[src/rtl/writeback_arbiter_pkg.sv]
// Shared constants, the write-back request record and a decode helper
// used by the write-back arbiter and its MDU result FIFO.
package writeback_arbiter_pkg;

  localparam int XLEN       = 32;
  localparam int REG_ADDR_W = 5;
  localparam int NUM_REGS   = 32;

  // One register-file write: enable, destination register, data.
  typedef struct packed {
    logic                  en;
    logic [REG_ADDR_W-1:0] addr;
    logic [XLEN-1:0]       data;
  } wb_req_t;

  // One-hot decode of a register address, used to build the pending mask.
  function automatic logic [NUM_REGS-1:0] addr_onehot(input logic [REG_ADDR_W-1:0] addr);
    logic [NUM_REGS-1:0] vec;
    vec       = {NUM_REGS{1'b0}};
    vec[addr] = 1'b1;
    return vec;
  endfunction

endpackage

[src/rtl/writeback_arbiter_fifo.sv]
// Small in-order FIFO for MDU write-back results. Pointers carry one
// wrap bit so that full and empty are distinguishable; a per-entry
// valid/address view feeds the pending-destination mask.
module wb_fifo
  import writeback_arbiter_pkg::*;
#(
  parameter int DEPTH = 2
) (
  input  logic                                  clk,
  input  logic                                  rst_n,
  input  logic                                  push,
  input  logic                                  pop,
  input  wb_req_t                               push_req,
  output wb_req_t                               head_req,
  output logic                                  full,
  output logic                                  empty,
  output logic [$clog2(DEPTH):0]                count,
  output logic [DEPTH-1:0]                      entry_valid,
  output logic [DEPTH-1:0][REG_ADDR_W-1:0]      entry_addr
);

  localparam int AW = $clog2(DEPTH);
  localparam logic [AW:0] PTR_ONE    = (AW+1)'(1);
  localparam logic [AW:0] FULL_COUNT = (AW+1)'(DEPTH);

  logic [AW:0] wr_ptr_r;
  logic [AW:0] rd_ptr_r;
  wb_req_t     mem_r [DEPTH];

  assign count    = wr_ptr_r - rd_ptr_r;
  assign full     = (count == FULL_COUNT);
  assign empty    = (wr_ptr_r == rd_ptr_r);
  assign head_req = mem_r[rd_ptr_r[AW-1:0]];

  // Storage and pointer update; pointers wrap modulo DEPTH via the low bits.
  always_ff @(posedge clk or negedge rst_n) begin
    if (!rst_n) begin
      wr_ptr_r <= {(AW+1){1'b0}};
      rd_ptr_r <= {(AW+1){1'b0}};
      for (int i = 0; i < DEPTH; i++) begin
        mem_r[i] <= '0;
      end
    end else begin
      if (push && !full) begin
        mem_r[wr_ptr_r[AW-1:0]] <= push_req;
        wr_ptr_r                <= wr_ptr_r + PTR_ONE;
      end
      if (pop && !empty) begin
        rd_ptr_r <= rd_ptr_r + PTR_ONE;
      end
    end
  end

  // Entry i is live when its distance from the read pointer is below the occupancy.
  always_comb begin
    logic [AW-1:0] offset;
    offset      = {AW{1'b0}};
    entry_valid = {DEPTH{1'b0}};
    entry_addr  = '0;
    for (int i = 0; i < DEPTH; i++) begin
      offset         = AW'(i) - rd_ptr_r[AW-1:0];
      entry_valid[i] = ({1'b0, offset} < count);
      entry_addr[i]  = mem_r[i].addr;
    end
  end

endmodule

[src/rtl/writeback_arbiter.sv]
// Merges the in-order MEM/WB result and buffered MDU completions onto the
// single register-file write port. The pipeline always wins; MDU results
// drain through a FIFO in idle pipeline cycles, with a stall request
// raised when the FIFO head has waited too long.
module writeback_arbiter
  import writeback_arbiter_pkg::*;
#(
  parameter int MDU_FIFO_DEPTH = 2,
  parameter int STARVE_LIMIT   = 4
) (
  input  logic                  CLK,
  input  logic                  RESET,
  input  logic                  PIPE_WB_EN,
  input  logic [REG_ADDR_W-1:0] PIPE_WB_ADDRESS,
  input  logic [XLEN-1:0]       PIPE_WB_DATA,
  input  logic                  MDU_VALID,
  output logic                  MDU_READY,
  input  logic [REG_ADDR_W-1:0] MDU_ADDRESS,
  input  logic [XLEN-1:0]       MDU_DATA,
  output logic                  WRITE_ENABLE,
  output logic [REG_ADDR_W-1:0] WB_ADDRESS,
  output logic [XLEN-1:0]       WRITE_DATA,
  output logic [NUM_REGS-1:0]   PENDING_MASK,
  output logic                  STALL_REQ
);

  localparam int CW    = $clog2(MDU_FIFO_DEPTH) + 1;
  localparam int AGE_W = $clog2(STARVE_LIMIT + 1);
  localparam logic [CW-1:0]    CNT_ONE  = CW'(1);
  localparam logic [CW-1:0]    CNT_FULL = CW'(MDU_FIFO_DEPTH);
  localparam logic [AGE_W-1:0] AGE_ONE  = AGE_W'(1);
  localparam logic [AGE_W-1:0] AGE_MAX  = AGE_W'(STARVE_LIMIT);
  localparam logic [REG_ADDR_W-1:0] X0  = REG_ADDR_W'(0);

  logic                                   pipe_req_s;
  logic                                   mdu_fire_s;
  logic                                   push_s;
  logic                                   pop_s;
  wb_req_t                                push_req_s;
  wb_req_t                                head_req_s;
  logic                                   fifo_full_s;
  logic                                   fifo_empty_s;
  logic [CW-1:0]                          fifo_count_s;
  logic [CW-1:0]                          next_count_s;
  logic [MDU_FIFO_DEPTH-1:0]              entry_valid_s;
  logic [MDU_FIFO_DEPTH-1:0][REG_ADDR_W-1:0] entry_addr_s;
  logic [AGE_W-1:0]                       age_next_s;
  logic [NUM_REGS-1:0]                    mask_s;

  logic                  ready_r;
  logic                  we_r;
  logic [REG_ADDR_W-1:0] addr_r;
  logic [XLEN-1:0]       data_r;
  logic [AGE_W-1:0]      age_r;
  logic                  stall_r;

  // Writes to x0 are dropped at the source; MDU x0 results still handshake.
  assign pipe_req_s = PIPE_WB_EN && (PIPE_WB_ADDRESS != X0);
  assign mdu_fire_s = MDU_VALID && ready_r;
  assign push_s     = mdu_fire_s && (MDU_ADDRESS != X0) && !fifo_full_s;
  assign pop_s      = !pipe_req_s && !fifo_empty_s;
  assign push_req_s = '{en: 1'b1, addr: MDU_ADDRESS, data: MDU_DATA};

  wb_fifo #(
    .DEPTH (MDU_FIFO_DEPTH)
  ) u_fifo (
    .clk         (CLK),
    .rst_n       (RESET),
    .push        (push_s),
    .pop         (pop_s),
    .push_req    (push_req_s),
    .head_req    (head_req_s),
    .full        (fifo_full_s),
    .empty       (fifo_empty_s),
    .count       (fifo_count_s),
    .entry_valid (entry_valid_s),
    .entry_addr  (entry_addr_s)
  );

  // Occupancy after this edge; MDU_READY is registered from it.
  always_comb begin
    next_count_s = fifo_count_s;
    if (push_s) begin
      next_count_s = next_count_s + CNT_ONE;
    end else begin
      next_count_s = next_count_s;
    end
    if (pop_s) begin
      next_count_s = next_count_s - CNT_ONE;
    end else begin
      next_count_s = next_count_s;
    end
  end

  // Head age: cleared on pop or empty, otherwise counts up and saturates.
  always_comb begin
    age_next_s = age_r;
    if (fifo_empty_s || pop_s) begin
      age_next_s = {AGE_W{1'b0}};
    end else if (age_r != AGE_MAX) begin
      age_next_s = age_r + AGE_ONE;
    end else begin
      age_next_s = age_r;
    end
  end

  // Pending destinations: OR of one-hot addresses of every live FIFO entry.
  always_comb begin
    mask_s = {NUM_REGS{1'b0}};
    for (int i = 0; i < MDU_FIFO_DEPTH; i++) begin
      if (entry_valid_s[i]) begin
        mask_s = mask_s | addr_onehot(entry_addr_s[i]);
      end else begin
        mask_s = mask_s;
      end
    end
  end

  // Arbitration, handshake ready, age and stall registers.
  always_ff @(posedge CLK or negedge RESET) begin
    if (!RESET) begin
      ready_r <= 1'b0;
      we_r    <= 1'b0;
      addr_r  <= {REG_ADDR_W{1'b0}};
      data_r  <= {XLEN{1'b0}};
      age_r   <= {AGE_W{1'b0}};
      stall_r <= 1'b0;
    end else begin
      ready_r <= (next_count_s != CNT_FULL);
      age_r   <= age_next_s;
      stall_r <= (age_next_s == AGE_MAX);
      if (pipe_req_s) begin
        we_r   <= 1'b1;
        addr_r <= PIPE_WB_ADDRESS;
        data_r <= PIPE_WB_DATA;
      end else if (pop_s) begin
        we_r   <= head_req_s.en;
        addr_r <= head_req_s.addr;
        data_r <= head_req_s.data;
      end else begin
        we_r   <= 1'b0;
        addr_r <= addr_r;
        data_r <= data_r;
      end
    end
  end

  assign MDU_READY    = ready_r;
  assign WRITE_ENABLE = we_r;
  assign WB_ADDRESS   = addr_r;
  assign WRITE_DATA   = data_r;
  assign PENDING_MASK = mask_s;
  assign STALL_REQ    = stall_r;

endmodule

[config.mk]
export PLATFORM = sky130hd
export DESIGN_NAME = writeback_arbiter
export DESIGN_NICKNAME = d
export VERILOG_FILES = /design/src/rtl/writeback_arbiter_pkg.sv /design/src/rtl/writeback_arbiter_fifo.sv /design/src/rtl/writeback_arbiter.sv
export SDC_FILE = /design/constraint.sdc
export NUM_CORES = 1
export LEC_CHECK = 0
export ABC_AREA = 0
export CORE_AREA = 5 5 113 115
export CTS_CLUSTER_SIZE = 20
export DETAILED_ROUTE_END_ITERATION = 12
export DIE_AREA = 0 0 118 120
export PLACE_DENSITY = 0.84
export SYNTH_ARGS = -nofsm -noshare
export SYNTH_HDL_FRONTEND = slang
export SYNTH_SLANG_ARGS = --single-unit
[constraint.sdc]
create_clock -name CLK -period 5 [get_ports CLK]
set_input_delay 1 -clock CLK [delete_from_list [all_inputs] [get_ports CLK]]
set_output_delay 1 -clock CLK [all_outputs]
set_load 0.005 [all_outputs]
Word level (Yosys, flattened, before mapping)
Cells that the tools add are included.

Output and inout bits: 72. Logic and storage cells: 78. Memories kept: 0. Input port bits: 78. Memory bits (writable): 0. Bits in registers: 123. Bits in latches: 0. Memory bits (read-only): 0.

Bitwise gates (word level): 3. Multipliers: 0. Div/mod/pow operators: 0. Add/subtract/negate cells: 8. Reduce and logical (&&, ||, !) cells: 17. Muxes and demuxes: 22. Shift operators: 0. Equality and inequality tests: 5. $lt $le $gt $ge: 9.

Operators by type and width (count): $mux W38 (4); $mux W32 (4); $bwmux W76 (1); $demux W38 S1 (1); $or A32 B32 Y32 (1); $lt A5 B6 Y1 const B (2); $demux W1 S5 (2); $ge A5 B1 Y1 const B (2); $logic_and A1 B1 Y1 (10); $mux W5 (2); $reduce_bool A5 Y1 (2); $add A2 B1 Y2 const B (3); $mux W3 (2); $ge A2 B2 Y1 const B (2); $lt A1 B2 Y1 (2); $mux W1 (4); $mux W2 (2); $not A1 Y2 (2); $add A3 B1 Y3 const B (1); $eq A3 B3 Y1 const B (1); $logic_not A1 Y1 (3); $ne A3 B3 Y1 const B (1); $eq A2 B2 Y1 (1); $eq A2 B2 Y1 const B (1); 7 further kinds (8).

Depth between registers and ports, before layout
Gate-level depths: netlist (run 1).

Depth in word-level cells: 8. Mapped depth: 11. Mapped depth without buffers: 9.

By module
Synthesis (run 1) repeated with hierarchy kept, for this count alone.

Cell total of the unflattened synthesis: 505. Area, all modules: 6143.4 µm².

By module, submodules not included: wb_fifo (area each 3693.5 µm², cells each 245, seq. area each 2001.9 µm², instances 1); writeback_arbiter (area each 2449.8 µm², cells each 260, seq. area each 1076.0 µm², instances 1).

Worst setup path before layout (run 1)
OpenSTA, ideal clock, no wires.

Kind: flip-flop to output port. Start point: register u_fifo.wr_ptr_r[0]. End point: output PENDING_MASK[13]. Cell stages (with the launch flop): 9. Required time: 4000 ps. Buffers on the path: 1. Path slack: 2212 ps. Arrival time: 1788 ps. Cell sequence: dfrtp_1 inv_1 ha_1 inv_1 ha_1 nor2_1 or3b_2 clkbuf_1 o22ai_1.

Word-level cells in the longest chain between the ends: 5. Elaborated cells between the ends (all ways): 6. Those cells by class: 1 x add/sub; 2 x order compare; 2 x mux; 1 x bitwise.

Ends and longest elaborated chain: from (decl) (line writeback_arbiter_fifo.sv:26) `logic [AW:0] wr_ptr_r;`; from (signal assigned) (line writeback_arbiter_fifo.sv:38) `wr_ptr_r <= {(AW+1){1'b0}};`; from (signal assigned) (line writeback_arbiter_fifo.sv:46) `wr_ptr_r <= wr_ptr_r + PTR_ONE;`; $sub A2 B2 Y2 (*) (line writeback_arbiter_fifo.sv:30) `assign count = wr_ptr_r - rd_ptr_r;`; $lt A1 B2 Y1 (line writeback_arbiter_fifo.sv:62) `entry_valid[i] = ({1'b0, offset} < count);`; $mux W32 (line writeback_arbiter.sv:111) `if (entry_valid_s[i]) begin`; $or A32 B32 Y32 (line writeback_arbiter.sv:112) `mask_s = mask_s | addr_onehot(entry_addr_s[i]);`; $mux W32 (*) (line writeback_arbiter.sv:111); to (decl) (line writeback_arbiter.sv:23) `output logic [NUM_REGS-1:0] PENDING_MASK,`.

Every way passes the cells marked *; elsewhere a longest branch is shown, timed or not.

Worst setup path in the final report (run 1)
Start point: register u_fifo.rd_ptr_r[0]. End point: output PENDING_MASK[23].

Word-level cells in the longest chain between the ends: 5. Elaborated cells between the ends (all ways): 8. Those cells by class: 3 x add/sub; 2 x order compare; 2 x mux; 1 x bitwise.

Ends and longest elaborated chain: from (decl) (line writeback_arbiter_fifo.sv:27) `logic [AW:0] rd_ptr_r;`; from (signal assigned) (line writeback_arbiter_fifo.sv:39) `rd_ptr_r <= {(AW+1){1'b0}};`; from (signal assigned) (line writeback_arbiter_fifo.sv:49) `rd_ptr_r <= rd_ptr_r + PTR_ONE;`; $sub A2 B2 Y2 or $sub A1 B1 Y1 (tied branches) (line writeback_arbiter_fifo.sv:30, writeback_arbiter_fifo.sv:61); $lt A1 B2 Y1 (line writeback_arbiter_fifo.sv:62); $mux W32 (line writeback_arbiter.sv:111); $or A32 B32 Y32 (line writeback_arbiter.sv:112); $mux W32 (*) (line writeback_arbiter.sv:111).

Marks and branches as above.

==> impl_results.md, run 1 <==
- Tmin final: 3.931 ns
- Clk_skew: 0.008154 ns
- Crit path depth: 6
- Worst setup endpoint: PENDING_MASK[23]
- Max Clk Rate: 254.4 MHz
- WP buf/inv: 3
- Seq/Total Area, Yosys: 51.45%
- Total negative slack: 0 ns
- Flip-flop and latch area: 3079 um^2
- Most frequent cells in the layout: 148 x clkdlybuf4s50_1, 122 x dfrtp_1, 93 x mux2_2
- Synth Area per Inst: 12.18 um^2
- Crit Path Class: flop to output pin
- Setup bufs post-CTS: 0
- Most common cell after layout, fill and taps aside: clkdlybuf4s50_1
- Std-Cell Rows: 40
- Worst path cell trace: buf_4 > inv_1 > ha_1 > o211ai_1 > o22ai_1 > clkdlybuf4s50_1
- Area of the core: 11710 um^2
- Initial core utilization: 51.08%
- Routed length per instance: 18.28 um
- Largest net degree at the start of global routing: 86
- Crit-path max cell delay: 0.59 ns
- Initial DRC Count: 304
- Nets@finish: 716
- Hold_buf cts: 0
- N_diodes: 0
- Clock transition at path regs: 0.05 ns
- Final Hold Vio Count: 0
- Post-Place Cells: 760
- Clk_lat worst skew: 0.40 ns
- Post-DP HPWL: 10.10 mm
- ANT nets after route: 0
- Peak supply drop: 0.3669 mV
- Final WL: 14.48 mm
- Top cell type by total area after synthesis: dfrtp_1
- Setup slack, reg-to-reg: 1.47 ns
- Die ar.: 14160 um^2
- Worst-margin pin slew: 1.082 ns
- Crit. End Element: output pin
- Outcome: finished clean
- Worst-case reg-to-reg path depth: 9
- Die Height: 120 um
- Top Family by Delay on Critical Path: buffers and inverters
- Root buf cell: clkbuf_16
- Final Wtd Congestion: 0.8955
- GRT Total Usage: 21.24%
- Cell variety after synth: 34
- Die W: 118 um
- IO Count: 150
- # H-tree levels: 4
- Drt drc: 0
- Setup crit start kind: flop
- Rel. slew slack: 27.84%
- Clock Sinks: 123
- Top post-synthesis cells by area: dfrtp_1 51%, mux2_2 18%, mux2i_1 6.5%
- Period utilisation layout: 78.62%
- Area grow syn2layout: 36.60%
- First-pass GRT wire length: 24.46 mm
- CTS tree: built
- Reg-to-Reg Start: u_fifo.rd_ptr_r[0]
- Data required time of the worst path: 4.00 ns
- Cts repair resizes: 0
- Share of layout cells above drive strength 1: 23.57%
- Total congestion overflow: 0
- Max-cap viol count: 0
- Vias in the first global route: 4817
- Deepest clock path buffer count: 2
- Leakage: 0.003500 uW
- RSZ-0062 raised after global routing: false
- Ys Warns: 0
- Fill cells: 868
- Multi-input logic area: 2714 um^2
- Flops & latches, synth: 123
- Crit Path Max Fanout: 40
- Inserted Clock Buffers: 17
- Cells after Synth: 491
- Via count: 4363
- Top cell type's share of synthesized area: 51.45%
- PwrDens: 712.4 nW/um^2
- Setup crit start: u_fifo.rd_ptr_r[0]
- Syn nets: 575
- FF-to-FF End: u_fifo.mem_r[51]
- Hold Crit Class: flop to flop
- Avg Vias per Cell: 5.509
- CP Data Arrival Time: 2.93 ns
- Non-filler cells, final: 792
- IO Port Bufs: 149
- Crit-path slowest cell: o211ai_1
- Initial antenna violation count: 0
- First-pass iteration count of the detailed router: 4
- Final setup violation count: 0
- Post-Syn Area: 5982 um^2
- Final slew viol count: 0
[synth_stat cells, drive strengths merged]
cell type / n
nand3b: 8
clkbuf: 17
o21ai: 37
and2: 1
nand3: 2
or4: 2
ha: 6
o21a: 1
o22ai: 32
xnor2: 6
dfrtp: 123
nand2: 47
mux2i: 39
inv: 6
a21o: 1
nor3: 2
and3: 1
o211ai: 1
mux2: 113
buf: 17
nor2: 13
or3b: 5
a21oi: 2
nand2b: 2
o2111ai: 1
or2: 2
or3: 4
[per-layer routing]
| metal | vias up | global-route usage [%] | part of all wire (%) |
|---|---|---|---|
| li1 | 2051 | - | - |
| met1 | 2156 | 25.46 | 42 |
| met2 | 135 | 37.23 | 52 |
| met3 | 21 | 4.995 | 4.6 |
| met4 | 0 | 7.814 | 1.4 |
| met5 | - | 0 | 0 |
[cells by family after synthesis]
kind of cell	share of synthesized area, %
AO/OA/AOI/OAI	7.425
XOR/XNOR	0.8785
adder cells (fa/ha/maj)	1.255
buffers and inverters	3.325
flip-flops	51.45
multiplexers	28.42
AND/OR/NAND/NOR	7.237
[registers in the layout (all words and copies together), names as in the netlist]
register           cells
MDU_READY              1
u_fifo.entry_addr     10
WRITE_DATA            32
WB_ADDRESS             5
STALL_REQ              1
WRITE_ENABLE           1
u_fifo.rd_ptr_r        2
age_r                  3
u_fifo.wr_ptr_r        2
u_fifo.mem_r          66
[cell type report]
type / instances / area share (%)
clock inverters: 7 / 1.654
repair buffers: 156 / 18.86
multi-input cells: 328 / 33.21
clock buffers: 25 / 6.063
inverters: 6 / 0.2756
well taps: 147 / 2.251
flip-flops and latches: 123 / 37.68
[where the power goes]
group / switching, uW / total, uW / internal, uW
clock network: 413 / 1300 / 885
registers: 335 / 1830 / 1500
logic: 1150 / 2690 / 1540
[through the flow]
step           worst slack [ns]  hold slack, ns  area, um^2  power, uW  utilization (%)
3_3_place_gp              1.377          0.4446        7541       4407            64.39
4_1_cts                   1.066          0.4774        8172       5875            69.78
6_report                  1.069          0.4760        8172       5821            69.78
3_5_place_dp              1.274          0.4597        7541       4532            64.39
5_1_grt                  0.8720          0.4959        8172       6223            69.78
2_1_floorplan             2.212          0.4285        5982       3596                -
[worst min path at each step]
| stage | start | to | slack, ns | cells after the start |
|---|---|---|---|---|
| 2_1_floorplan | u_fifo.mem_r[37] | u_fifo.mem_r[37] | 0.43 | 1 |
| 3_3_place_gp | u_fifo.mem_r[37] | u_fifo.mem_r[37] | 0.44 | 1 |
| 3_5_place_dp | u_fifo.mem_r[75] | u_fifo.mem_r[75] | 0.46 | 1 |
| 4_1_cts | u_fifo.mem_r[37] | u_fifo.mem_r[37] | 0.48 | 1 |
| 5_1_grt | u_fifo.mem_r[37] | u_fifo.mem_r[37] | 0.50 | 1 |
| 6_report | u_fifo.mem_r[37] | u_fifo.mem_r[37] | 0.48 | 1 |
Note: power is estimated with default switching activity, not from simulation.
==> run 2, diff against run 1 <==
--- a/config.mk
+++ b/config.mk
@@ -6,11 +6,11 @@
 export NUM_CORES = 1
 export LEC_CHECK = 0
 export ABC_AREA = 0
-export CORE_AREA = 5 5 113 115
+export CORE_AREA = 5 5 116 118
 export CTS_CLUSTER_SIZE = 20
 export DETAILED_ROUTE_END_ITERATION = 12
-export DIE_AREA = 0 0 118 120
-export PLACE_DENSITY = 0.84
+export DIE_AREA = 0 0 121 123
+export PLACE_DENSITY = 0.8
 export SYNTH_ARGS = -nofsm -noshare
 export SYNTH_HDL_FRONTEND = slang
 export SYNTH_SLANG_ARGS = --single-unit
==> constraint.sdc (replaced) <==
create_clock -name CLK -period 4 [get_ports CLK]
set_input_delay 0.8 -clock CLK [delete_from_list [all_inputs] [get_ports CLK]]
set_output_delay 0.8 -clock CLK [all_outputs]
set_load 0.005 [all_outputs]
==> run 2 against run 1 <==
  * Final cell count is 3.2% higher
  * Critical path type unchanged
  * Critical path depth is the same
  * Non-clock buffer count stayed put
==> impl_results.md, run 2 (synthesis gave the netlist of run 1 again) <==
- Initial DRC Count: 202 (-34%)
- Met3 Resource Use GR: 4.895% (-0.10 points)
- Clock Sinks: 123 (unchanged)
- Final WL: 14.17 mm (-2.1%)
- Post-DP HPWL: 9.944 mm (-1.5%)
- Share of layout cells above drive strength 1: 23.88% (+0.31 points)
- Most common cell after layout, fill and taps aside: clkdlybuf4s50_1
- Hold Crit Class: input pin to async pin
- Hold_buf cts: 0 (unchanged)
- N_diodes: 0 (unchanged)
- GRT Total Usage: 19.11% (-2.1 points)
- Root buf cell: clkbuf_16
- Setup crit start kind: flop
- Final Hold Vio Count: 0 (unchanged)
- Crit Path Max Fanout: 8 (-80%)
- Nets@finish: 716 (unchanged)
- # H-tree levels: 4 (unchanged)
- Total congestion overflow: 0 (unchanged)
- Max Clk Rate: 272.1 MHz
- Most frequent cells in the layout: 148 x clkdlybuf4s50_1, 122 x dfrtp_1, 93 x mux2_2
- Cts repair resizes: 0 (unchanged)
- CP Data Arrival Time: 2.88 ns (-0.05 ns)
- Routed length per instance: 17.34 um (-5.1%)
- First-pass GRT wire length: 22.66 mm (-7.4%)
- Final slew viol count: 0 (unchanged)
- Crit Path Class: flop to output pin
- Crit. End Element: output pin
- Std-Cell Rows: 41 (+2.5%)
- Top Family by Delay on Critical Path: simple AND/OR/NAND/NOR gates
- IO Count: 150 (unchanged)
- Grt met2 use: 33.31% (-3.9 points)
- Data required time of the worst path: 3.20 ns (-0.80 ns)
- Setup bufs post-CTS: 0 (unchanged)
- Die W: 121 um (+2.5%)
- Multi-input logic area: 2714 um^2 (unchanged)
- ANT nets after route: 0 (unchanged)
- Die Height: 123 um (+2.5%)
- Initial antenna violation count: 0 (unchanged)
- Crit-path slowest cell: or3b_2
- CTS tree: built
- Final setup violation count: 0 (unchanged)
- Area grow syn2layout: 38.11%
- PwrDens: 890.8 nW/um^2 (+25%)
- Total power: 7360 uW (+26%)
- Most used routing layer: met2
- Final Wtd Congestion: 0.8226 (-8.1%)
- Max FFs per register: 66 (unchanged)
- GR Layer Usage met1: 23.13% (-2.3 points)
- Initial core utilization: 48.39% (-2.7 points)
- Drt drc: 0 (unchanged)
- Clk_lat worst skew: 0.40 ns (about the same)
- IO Port Bufs: 149 (unchanged)
- Die ar.: 14880 um^2 (+5.1%)
- Deepest clock path buffer count: 2 (unchanged)
- Max-cap viol count: 0 (unchanged)
- Flip-flop and latch area: 3079 um^2 (unchanged)
- Clock transition at path regs: 0.06 ns (about the same)
- RSZ-0062 raised after global routing: false
- First-pass iteration count of the detailed router: 5 (+1)
- Worst-margin pin slew: 1.001 ns (-0.08095 ns)
- Worst path cell trace: xnor2_1 > ha_1 > nor2_1 > or3b_2 > o22ai_1 > clkdlybuf4s50_1
- Avg Vias per Cell: 5.321 (-3.4%)
- Largest net degree at the start of global routing: 72 (-16%)
- Largest reg by FF count: u_fifo.mem_r
- Area of the core: 12360 um^2 (+5.6%)
- Tmin final: 3.676 ns
- Leakage: 0.003512 uW (+0.34%)
- Vias in the first global route: 4583 (-4.9%)
- Crit-path max cell delay: 0.56 ns (-0.03 ns)
- Rel. slew slack: 33.24% (+5.4 points)
- Fill cells: 898 (+3.5%)
- Period utilisation layout: 91.89%
- Outcome: finished clean
- Clk_skew: 0.008375 ns (+0.0002216 ns)
- Inserted Clock Buffers: 17 (unchanged)
- Total negative slack: 0 ns (unchanged)
- WP buf/inv: 1 (-2)
- Peak supply drop: 0.4238 mV (+16%)
- Via count: 4347 (-0.37%)
-- run 2: metrics by stage --
step | worst slack, ns | hold WS [ns] | utilization (%) | instances | instance area (um^2)
after CTS | 0.3064 | 0.4560 | 66.83 | 817 | 8262
after floorplan | 1.365 | 0.4285 | - | 491 | 5982
final | 0.3244 | 0.4364 | 66.83 | 817 | 8262
after global placement | 0.6948 | 0.4435 | 61.55 | 785 | 7610
after global routing | 0.1685 | 0.4729 | 66.83 | 817 | 8262
after detailed placement | 0.6388 | 0.4525 | 61.55 | 785 | 7610
-- run 2: path summary, 6_finish.rpt --
check | from | endpoint | slack, ns | cells past startpoint
max | u_fifo.wr_ptr_r[1] | PENDING_MASK[25] | 0.32 | 6
max reg2reg | u_fifo.rd_ptr_r[0] | u_fifo.mem_r[67] | 0.78 | 9
min | RESET | u_fifo.mem_r[38] | 0.44 | 1
max in group asynchronous | RESET | u_fifo.mem_r[19] | 2.75 | 2
min in group CLK | u_fifo.mem_r[37] | u_fifo.mem_r[37] | 0.47 | 1
min reg2reg | u_fifo.mem_r[37] | u_fifo.mem_r[37] | 0.47 | 1
-- run 2: report_power, final --
group          total (uW)  internal, uW  leakage, uW  switching, uW
combinational        3390          1950      0.00174           1440
sequential           2290          1870      0.00146            422
clock                1680          1140     0.000309            539
-- run 2: layer usage --
metal / share of wire, % / wire, um
met1: 43 / 6043
met2: 50 / 7063
met3: 5.9 / 833
met4: 1.6 / 230
met5: 0 / 0
-- run 2: area by class of cell --
cell class	count	area share (%)
Clock buffer	21	5.573
Clock inverter	11	2.317
Inverter	6	0.2726
Multi-Input combinational cell	328	32.85
Sequential cell	123	37.27
Tap cell	172	2.605
Timing Repair Buffer	156	19.11
